<file path="src/rtl/nn_argmax_stream.sv">
// rtl/nn_argmax_stream.sv - streaming signed argmax over NUM_CLASSES logits with done pulse
// Optional second-best tracking and margin output: define NN_ARGMAX_MARGIN_EN.
`timescale 1ns/1ps
module nn_argmax_stream #(
    parameter int DATA_W      = 32,
    parameter int NUM_CLASSES = 10,
    parameter int IDX_W       = 4
) (
    input  logic                     CLOCK_50,
    input  logic                     resetn,
    input  logic                     start,
    input  logic                     logit_valid,
    input  logic signed [DATA_W-1:0] logit_data,
    output logic                     logit_ready,
    output logic                     busy,
    output logic                     done,
    output logic [IDX_W-1:0]         argmax_out,
    output logic [DATA_W-1:0]        max_value,
    output logic [DATA_W:0]          margin
);

    typedef enum logic [1:0] {
        IDLE    = 2'd0,
        COLLECT = 2'd1,
        DONE    = 2'd2
    } state_t;

    localparam logic [IDX_W-1:0] LAST_BEAT = IDX_W'(NUM_CLASSES - 1);
    localparam logic [IDX_W-1:0] NO_RESULT = IDX_W'(10);

    state_t                    state, state_nx;
    logic                      start_q;
    logic                      start_rise;
    logic                      accept;
    logic [IDX_W-1:0]          cnt;
    logic signed [DATA_W-1:0]  best;
    logic [IDX_W-1:0]          best_idx;

    assign start_rise = start & ~start_q;
    assign accept     = logit_valid & logit_ready;

    always_comb begin
        state_nx    = state;
        logit_ready = 1'b0;
        busy        = 1'b0;
        done        = 1'b0;
        case (state)
            IDLE: begin
                if (start_rise)
                    state_nx = COLLECT;
            end
            COLLECT: begin
                logit_ready = 1'b1;
                busy        = 1'b1;
                if (accept && cnt == LAST_BEAT)
                    state_nx = DONE;
            end
            DONE: begin
                done     = 1'b1;
                state_nx = IDLE;
            end
            default: state_nx = IDLE;
        endcase
    end

    always_ff @(posedge CLOCK_50 or posedge resetn) begin
        if (resetn) begin
            state      <= IDLE;
            start_q    <= 1'b0;
            cnt        <= '0;
            best       <= '0;
            best_idx   <= '0;
            argmax_out <= NO_RESULT;
            max_value  <= '0;
        end else begin
            state   <= state_nx;
            start_q <= start;
            if (state == IDLE && start_rise)
                cnt <= '0;
            if (accept) begin
                cnt <= cnt + 1'b1;
                // Beat 0 loads unconditionally so an all-minimum frame still resolves to class 0.
                if (cnt == '0) begin
                    best     <= logit_data;
                    best_idx <= '0;
                end else if (logit_data > best) begin
                    best     <= logit_data;
                    best_idx <= cnt;
                end
            end
            if (state == DONE) begin
                argmax_out <= best_idx;
                max_value  <= best;
            end
        end
    end

`ifdef NN_ARGMAX_MARGIN_EN
    localparam logic signed [DATA_W-1:0] MOST_NEG = {1'b1, {(DATA_W-1){1'b0}}};

    logic signed [DATA_W-1:0] second;

    always_ff @(posedge CLOCK_50 or posedge resetn) begin
        if (resetn) begin
            second <= '0;
            margin <= '0;
        end else begin
            if (accept) begin
                if (cnt == '0)
                    second <= MOST_NEG;
                else if (logit_data > best)
                    second <= best;
                else if (logit_data > second)
                    second <= logit_data;
            end
            if (state == DONE)
                margin <= {best[DATA_W-1], best} - {second[DATA_W-1], second};
        end
    end
`else
    assign margin = '0;
`endif

endmodule

</file>
<file path="config.mk">
export PLATFORM = sky130hd
export DESIGN_NAME = nn_argmax_stream
export DESIGN_NICKNAME = d
export VERILOG_FILES = /design/src/rtl/nn_argmax_stream.sv
export SDC_FILE = /design/constraint.sdc
export NUM_CORES = 1
export LEC_CHECK = 0
export CAP_MARGIN = 30
export CORE_MARGIN = 4
export CORE_UTILIZATION = 40
export CTS_CLUSTER_SIZE = 10
export DETAILED_ROUTE_END_ITERATION = 16
export PLACE_DENSITY = 0.64
export SLEW_MARGIN = 30
export SYNTH_ARGS = -nofsm -noshare
export SYNTH_HDL_FRONTEND = slang
export SYNTH_SLANG_ARGS = --single-unit
</file>
<file path="constraint.sdc">
create_clock -name CLOCK_50 -period 4.3 [get_ports CLOCK_50]
set_clock_uncertainty 0.1 [all_clocks]
set_input_delay 0.86 -clock CLOCK_50 [delete_from_list [all_inputs] [get_ports CLOCK_50]]
set_output_delay 0.86 -clock CLOCK_50 [all_outputs]
set_load 0.05 [all_outputs]
</file>
# == Word level (Yosys, flattened, before mapping) ==
# Cells that the tools add are included.
# word_totals
input_bits,36
reg_bits,79
output_inout_bits,72
# classes
eq_ne,5
reduce_logical,8
order_cmp,1
add_sub_neg,1
bitwise,3
mux,11
# ops
operator,n
two-way mux 32 bit,2
> comparator 32 bit,1
two-way mux 4 bit,4
adder 4 x 1 -> 4 bit (second input constant),1
== test 4 bit (second input constant),1
logical NOT 4 bit,1
two-way mux 2 bit,2
!= test 2 bit (second input constant),2
one-hot mux 2 bit (2 select lines),1
AND reduction 2 bit,2
nonzero test 2 bit,2
AND 1 bit,2
== test 2 x 1 -> 1 bit (second input constant),1
== test 2 bit (second input constant),1
logical AND 1 bit,2
logical NOT 2 bit,1
two-way mux 1 bit,2
inverter 1 bit,1

# == Longest topological paths before layout ==
# Gate-level depths: netlist (run 1).
# depth
word_depth,6
ltp_mapped,11

# == Worst setup path after synthesis (run 1) ==
# OpenSTA, ideal clock, no wires.
# synth_path
kind,input to register
from,in logit_data[1]
to,reg best[20]
stages,10
t_required_ns,4.075
slack_ns,1.177
arrival_ns,2.899
setup_time_ns,0.125
path_cell_list,ha_1 -> nor2b_1 -> o211ai_1 -> a21oi_1 -> o311a_1 -> a21oi_1 -> o32ai_2 -> nor3_4 -> buf_6 -> mux2_2
# synth_between
elab_chain_cells,3
# synth_lines
element,line_no,source
from (decl),13,"input logic signed [DATA_W-1:0] logit_data,"
> comparator 32 bit,86,end else if (logit_data > best) begin
nonzero test 2 bit (no source line),-,
AND reduction 2 bit (no source line),-,
to (signal assigned),84,best <= logit_data;
to (signal assigned),87,best <= logit_data;
to (decl),36,logic signed [DATA_W-1:0] best;
# No other way between the ends.
# A chain may end at the register's enable or synchronous reset.

# == Final worst setup path (run 1) ==
# layout_path
from,in logit_data[17]
to,reg best[27]
# Same word-level chain as after synthesis.

==> impl_metrics.py, run 1 <==
metrics = {
    "cts": {
        "cts.sinks": 79,
        "cts_max_level": 3,
        "cts_setup_buffers": 0,
        "cts.reportedPaths.clkPinSlew_ps": 80,
        "clock_path_buffers": 2,
        "worst_skew_pair.late_latency_ps": 340,
        "cts_root_buf": "clkbuf_8",
        "post_cts_resized": 0,
        "cts_tree": "built",
        "cts_made_buffers": 9,
        "holdBufCountCts": 0,
    },
    "hold_path": {
        "min_path_type": "reg -> reg",
        "hp-start": "best_idx[2]",
        "min_to": "best_idx[2]",
        "hold_path_depth": 1,
    },
    "cells_and_area": {
        "nets": 493,
        "drive_gt1_share_pct": 17.6,
        "n_antenna_cell": 0,
        "final_cells": 560,
        "syn_to_final_growth_pct": 24.5,
        "postLayoutCellArea_um2": 5120,
    },
    "global_route": {
        "grt_max_degree": 37,
        "first_global_vias": 2647,
        "grt_util_all_layers_pct": 13.9,
        "antenna_found_initial": 0,
        "grt_pass1_wl_um": 12900,
        "overflow": 0,
    },
    "die": {
        "die_area_um2": 12000,
        "initial_utilization_pct": 41.5,
        "die_width_um": 109,
        "die_h_um": 109,
        "coreArea_um2": 9910,
        "row_count": 36,
        "ios": 108,
    },
    "setup_path": {
        "max_stage_delay_ps": 570,
        "r2r_setup_slack_ps": 1150,
        "r2r-start": "best[17]",
        "r2r_end": "best[27]",
        "worstPathRequired_ps": 4420,
        "crit_path_end_kind": "flip-flop",
        "r2r_cells": 11,
        "cpLargestDelayFamily": "compound AO/OA/AOI/OAI gates",
        "cp_num_buf_inv": 2,
        "crit_arrival_ps": 3840,
        "critical_path.cell_chain": "clkdlybuf4s50_1 -> ha_1 -> a21o_1 -> nand3_1 -> a21oi_1 -> a2111oi_0 -> o21ai_0 -> nor2b_1 -> nor3_4 -> buf_4 -> mux2_2",
        "path_class": "in -> reg",
        "cp_slowest_cell": "a2111oi_0",
        "cp_max_fo": 23,
        "crit_path_start_kind": "input pin",
    },
    "pwr": {
        "vdd_drop_max_uv": 317,
        "p_leak_nw": 2.47,
        "p_per_area_nw_per_um2": 721,
    },
    "synthesis": {
        "ys_ff_latch": 79,
        "yosys.area.top_type": "dfrtp_1",
        "yosysMostFrequentCell": "dfrtp_1",
        "synth_cells": 341,
        "ys_types": 35,
        "synth_common_cells": "dfrtp_1, mux2_2, inv_1, ha_1, buf_4",
        "yosysWarnings": 0,
        "synth_top_cell_area_share_pct": 46.9,
        "async_reset_ff_share_pct": 100,
        "synth_area_um2": 4110,
        "syn_avg_cell_area_um2": 12.1,
        "synthFlopType": "dfrtp_1",
        "yosysSeqAreaShare_pct": 48.1,
        "synth.area.top_cells": "dfrtp_1, mux2_2, ha_1",
        "synth_edf_count": 0,
    },
    "place": {
        "dp.cells": 544,
        "dpl-instance-area_um2": 4880,
        "dp_hpwl_um": 5920,
        "place_congestion": 0.759,
        "io_buffers": 74,
    },
    "timing": {
        "rsz0062_at_grt": "false",
        "finalHoldViolations": 0,
        "finalMaxSlewViolations": 0,
        "final.period_utilization_pct": 86.6,
        "worstMarginPinSlew_ps": 760,
        "post-route-min-period_ps": 3720,
        "tns_ps": 0,
        "fmax_ghz": 0.269,
        "slew_headroom_pct": 48.6,
        "setup_viol": 0,
    },
    "detailed_routing": {
        "drt-total-wl_um": 7990,
        "detail_route.iter0.violations": 60,
        "viasPerCell": 4.70,
        "drc": 0,
        "detail-route-antenna-nets": 0,
        "vias": 2632,
        "wl_per_cell_um": 14.3,
        "drtPass1Iterations": 4,
    },
    "run_status": {
        "status": "finished, final reports clean",
    },
    "job": {
        "cap_violations": 0,
    },
}
-- area by class of cell --
cell class / instances / area [um2]
Inverter: 38 / 144
Tap cell: 133 / 166
Clock buffer: 10 / 128
Multi-Input combinational cell: 215 / 1810
Timing Repair Buffer: 79 / 778
Clock inverter: 6 / 109
Sequential cell: 79 / 1980
Fill cell: 912 / 4790
-- worst max-delay path by stage --
| stage | startpoint | to | depth (start not counted) |
|---|---|---|---|
| after floorplan | logit_data[1] | best[20] | 10 |
| final | logit_data[17] | best[27] | 11 |
| after global placement | logit_data[17] | best_idx[3] | 11 |
| after detailed placement | logit_data[17] | best[30] | 11 |
| after global routing | logit_data[17] | best[27] | 11 |
| after CTS | logit_data[17] | best[30] | 11 |
-- placed cells by master (no fill, tap or decap), types with 3 or more instances in the layout --
cell / n
o21ai_0: 4
mux2_2: 48
bufinv_16: 3
mux2_1: 22
nor2_1: 8
nand2_1: 14
conb_1: 33
clkbuf_8: 9
ha_1: 35
buf_4: 5
clkdlybuf4s50_1: 74
inv_1: 37
nand4_1: 6
dfrtp_1: 77
nand3_1: 6
clkinv_2: 3
nor2b_1: 3
a21oi_1: 13
-- per-stage QoR --
stage | util [%] | setup slack, ps | hold slack [ps] | total power, W
after floorplan | - | 1180 | 359 | 0.00260
after global placement | 49.3 | 332 | 382 | 0.00302
after detailed placement | 49.3 | 155 | 386 | 0.00307
after CTS | 51.7 | 542 | 409 | 0.00375
after global routing | 51.7 | 336 | 426 | 0.00396
final | 51.7 | 578 | 407 | 0.00369
-- per-layer routing --
metal  global-route usage (%)  vias up  wire, um
li1                         -     1268         -
met1                     18.1     1285      3610
met2                     22.9       74      3820
met3                     4.11        5       501
met4                     3.21        0        61
met5                        0        -         0
-- power breakdown --
group          internal, W  switching (W)  total, W
registers          0.00106       0.000204   0.00126
clock network     0.000385       0.000271  0.000656
logic             0.000743        0.00103   0.00177
total              0.00219        0.00150   0.00369
-- sequential cells by signal (all words and copies together), names as in the netlist --
signal,flops
argmax_out,4
start_q,1
cnt,4
max_value,32
best,32
best_idx,4
state,2
-- cells by family after synthesis --
logic type	count (synthesis)	share of synthesized area, %
xor gates and xnor gates	2	0.426
AOI/OAI and AO/OA	27	4.26
DFF	79	48.1
other	1	0.0912
buffers and inverters	79	10.9
muxes	72	19.7
adders and majority gates	35	10.6
and+or+nand+nor	46	5.93
Power figures use the tool's default switching activity.
==> inputs of run 2 (changes only) <==
--- a/config.mk
+++ b/config.mk
@@ -10,8 +10,10 @@
 export CORE_UTILIZATION = 40
 export CTS_CLUSTER_SIZE = 10
 export DETAILED_ROUTE_END_ITERATION = 16
-export PLACE_DENSITY = 0.64
+export PLACE_DENSITY = 0.76
+export RECOVER_POWER = 25
 export SLEW_MARGIN = 30
 export SYNTH_ARGS = -nofsm -noshare
 export SYNTH_HDL_FRONTEND = slang
 export SYNTH_SLANG_ARGS = --single-unit
+export TNS_END_PERCENT = 10
==> run 2 against run 1 <==
The flow now finishes with violations (max-capacitance violations, max-slew violations). Critical path depth did not move. Non-clock buffer count did not move. Sequential cell count is the same. Clock power shrank 14%. Sequential power hardly changed. Die area did not move. Critical path type unchanged. Critical endpoint is now best[29].
==> impl_metrics.py, run 2 (same netlist as run 1, synthesis figures left out) <==
metrics = {
    "detailed_routing": {
        "drt-total-wl_um": 7900,
        "detail-route-antenna-nets": 0,
        "drc": 0,
        "vias": 2646,
        "wl_per_cell_um": 14.1,
        "drtPass1Iterations": 4,
        "detail_route.iter0.violations": 66,
        "viasPerCell": 4.73,
    },
    "run_status": {
        "status": "finished with violations",
        "violations": "max-capacitance violations, max-slew violations",
    },
    "cells_and_area": {
        "syn_to_final_growth_pct": 23.6,
        "n_antenna_cell": 0,
        "nets": 493,
        "seq_area_um2": 1980,
        "fin_util_pct": 51.3,
        "layout_common_cells": "dfrtp_1, clkdlybuf4s50_1, mux2_2",
        "layout_commonest_cell": "dfrtp_1",
        "final_cells": 560,
        "drive_gt1_share_pct": 17.8,
        "n_fill_cell": 890,
        "reg.largest.list": "best: 32 flops, max_value: 32 flops",
        "multi_input_area_um2": 1810,
    },
    "global_route": {
        "grt_pass1_wl_um": 12700,
        "antenna_found_initial": 0,
        "first_global_vias": 2688,
        "overflow": 0,
        "grt_util_all_layers_pct": 13.8,
        "grt_max_degree": 52,
    },
    "timing": {
        "worstMarginPinSlew_ps": 2250,
        "final.period_utilization_pct": 80.9,
        "post-route-min-period_ps": 3480,
        "finalHoldViolations": 0,
        "hold_slack_ps": 407,
        "setup_viol": 0,
        "fmax_ghz": 0.287,
        "slew_headroom_pct": -50.7,
        "rsz0062_at_grt": "false",
        "tns_ps": 0,
        "finalMaxSlewViolations": 52,
    },
    "die": {
        "coreArea_um2": 9910,
        "ios": 108,
        "initial_utilization_pct": 41.5,
        "die_width_um": 109,
        "die_area_um2": 12000,
        "die_h_um": 109,
        "row_count": 36,
    },
    "place": {
        "io_buffers": 74,
        "dp.cells": 544,
        "dp_hpwl_um": 5940,
        "place_congestion": 0.774,
    },
    "cts": {
        "holdBufCountCts": 0,
        "cts_tree": "built",
        "clock_path_buffers": 2,
        "cts.reportedPaths.clkPinSlew_ps": 90,
        "cts_made_buffers": 9,
        "cts.sinks": 79,
        "cts_setup_buffers": 0,
        "cts_root_buf": "clkbuf_8",
        "worst_skew_pair.late_latency_ps": 350,
        "cts_max_level": 3,
        "post_cts_resized": 0,
    },
    "setup_path": {
        "path_class": "in -> reg",
        "cp_max_fo": 22,
        "crit_path_start_kind": "input pin",
        "crit_arrival_ps": 3620,
        "worstPathRequired_ps": 4440,
        "crit_path_end_kind": "flip-flop",
    },
    "pwr": {
        "vdd_drop_max_uv": 302,
        "p_leak_nw": 2.44,
        "p_per_area_nw_per_um2": 707,
    },
    "job": {
        "cap_violations": 1,
    },
    "hold_path": {
        "min_path_type": "reg -> reg",
    },
}
## run 2: per-layer routing
layer | routed length [um] | share of wire [%] | global-route usage (%)
met1 | 3450 | 44 | 17.2
met2 | 3900 | 49 | 23.3
met3 | 434 | 5.5 | 3.23
met4 | 119 | 1.5 | 5.08
met5 | 0 | 0 | 0
## run 2: path summary, 6_finish.rpt
| check | from | to | slack, ps | cells after the start |
|---|---|---|---|---|
| worst max-delay path | logit_data[17] | best[29] | 820 | 11 |
| worst min-delay path | max_value[15] | max_value[15] | 410 | 1 |
| worst max register to register | best[17] | best[29] | 1380 | 11 |
| worst min register to register | max_value[15] | max_value[15] | 410 | 1 |
| max in group asynchronous | resetn | argmax_out[1] | 1540 | 3 |
| min in group asynchronous | resetn | max_value[6] | 1450 | 2 |
## run 2: per-stage QoR
stage / worst slack [ps] / instance area [um2] / power (W)
2_1_floorplan: 1180 / 4230 / 0.00260
3_3_place_gp: 391 / 4880 / 0.00301
3_5_place_dp: 378 / 4880 / 0.00307
4_1_cts: 747 / 5080 / 0.00365
5_1_grt: 621 / 5080 / 0.00387
6_report: 821 / 5080 / 0.00360
## run 2: area by class of cell
type                    instances  area share [%]
repair buffers                 79            15.3
clock inverters                 7            1.55
well taps                     133            3.27
inverters                      38            2.83
multi-input cells             215            35.7
clock buffers                   9            2.44
flip-flops and latches         79            38.9
## run 2: report_power, final
group / internal (W) / switching, W / total, W
Combinational: 0.000742 / 0.00102 / 0.00177
Sequential: 0.00106 / 0.000208 / 0.00127
Clock: 0.000274 / 0.000292 / 0.000566
Total: 0.00207 / 0.00152 / 0.00360
## run 2: critical path, stage by stage
cell and delay [ps]:
clkdlybuf4s50_1 440, ha_1 320, a21o_1 180, nand3_1 70, a21oi_1 60, a2111oi_0 390, o21ai_0 240, nor2b_1 210
nor3_4 120, buf_4 340, mux2_2 380
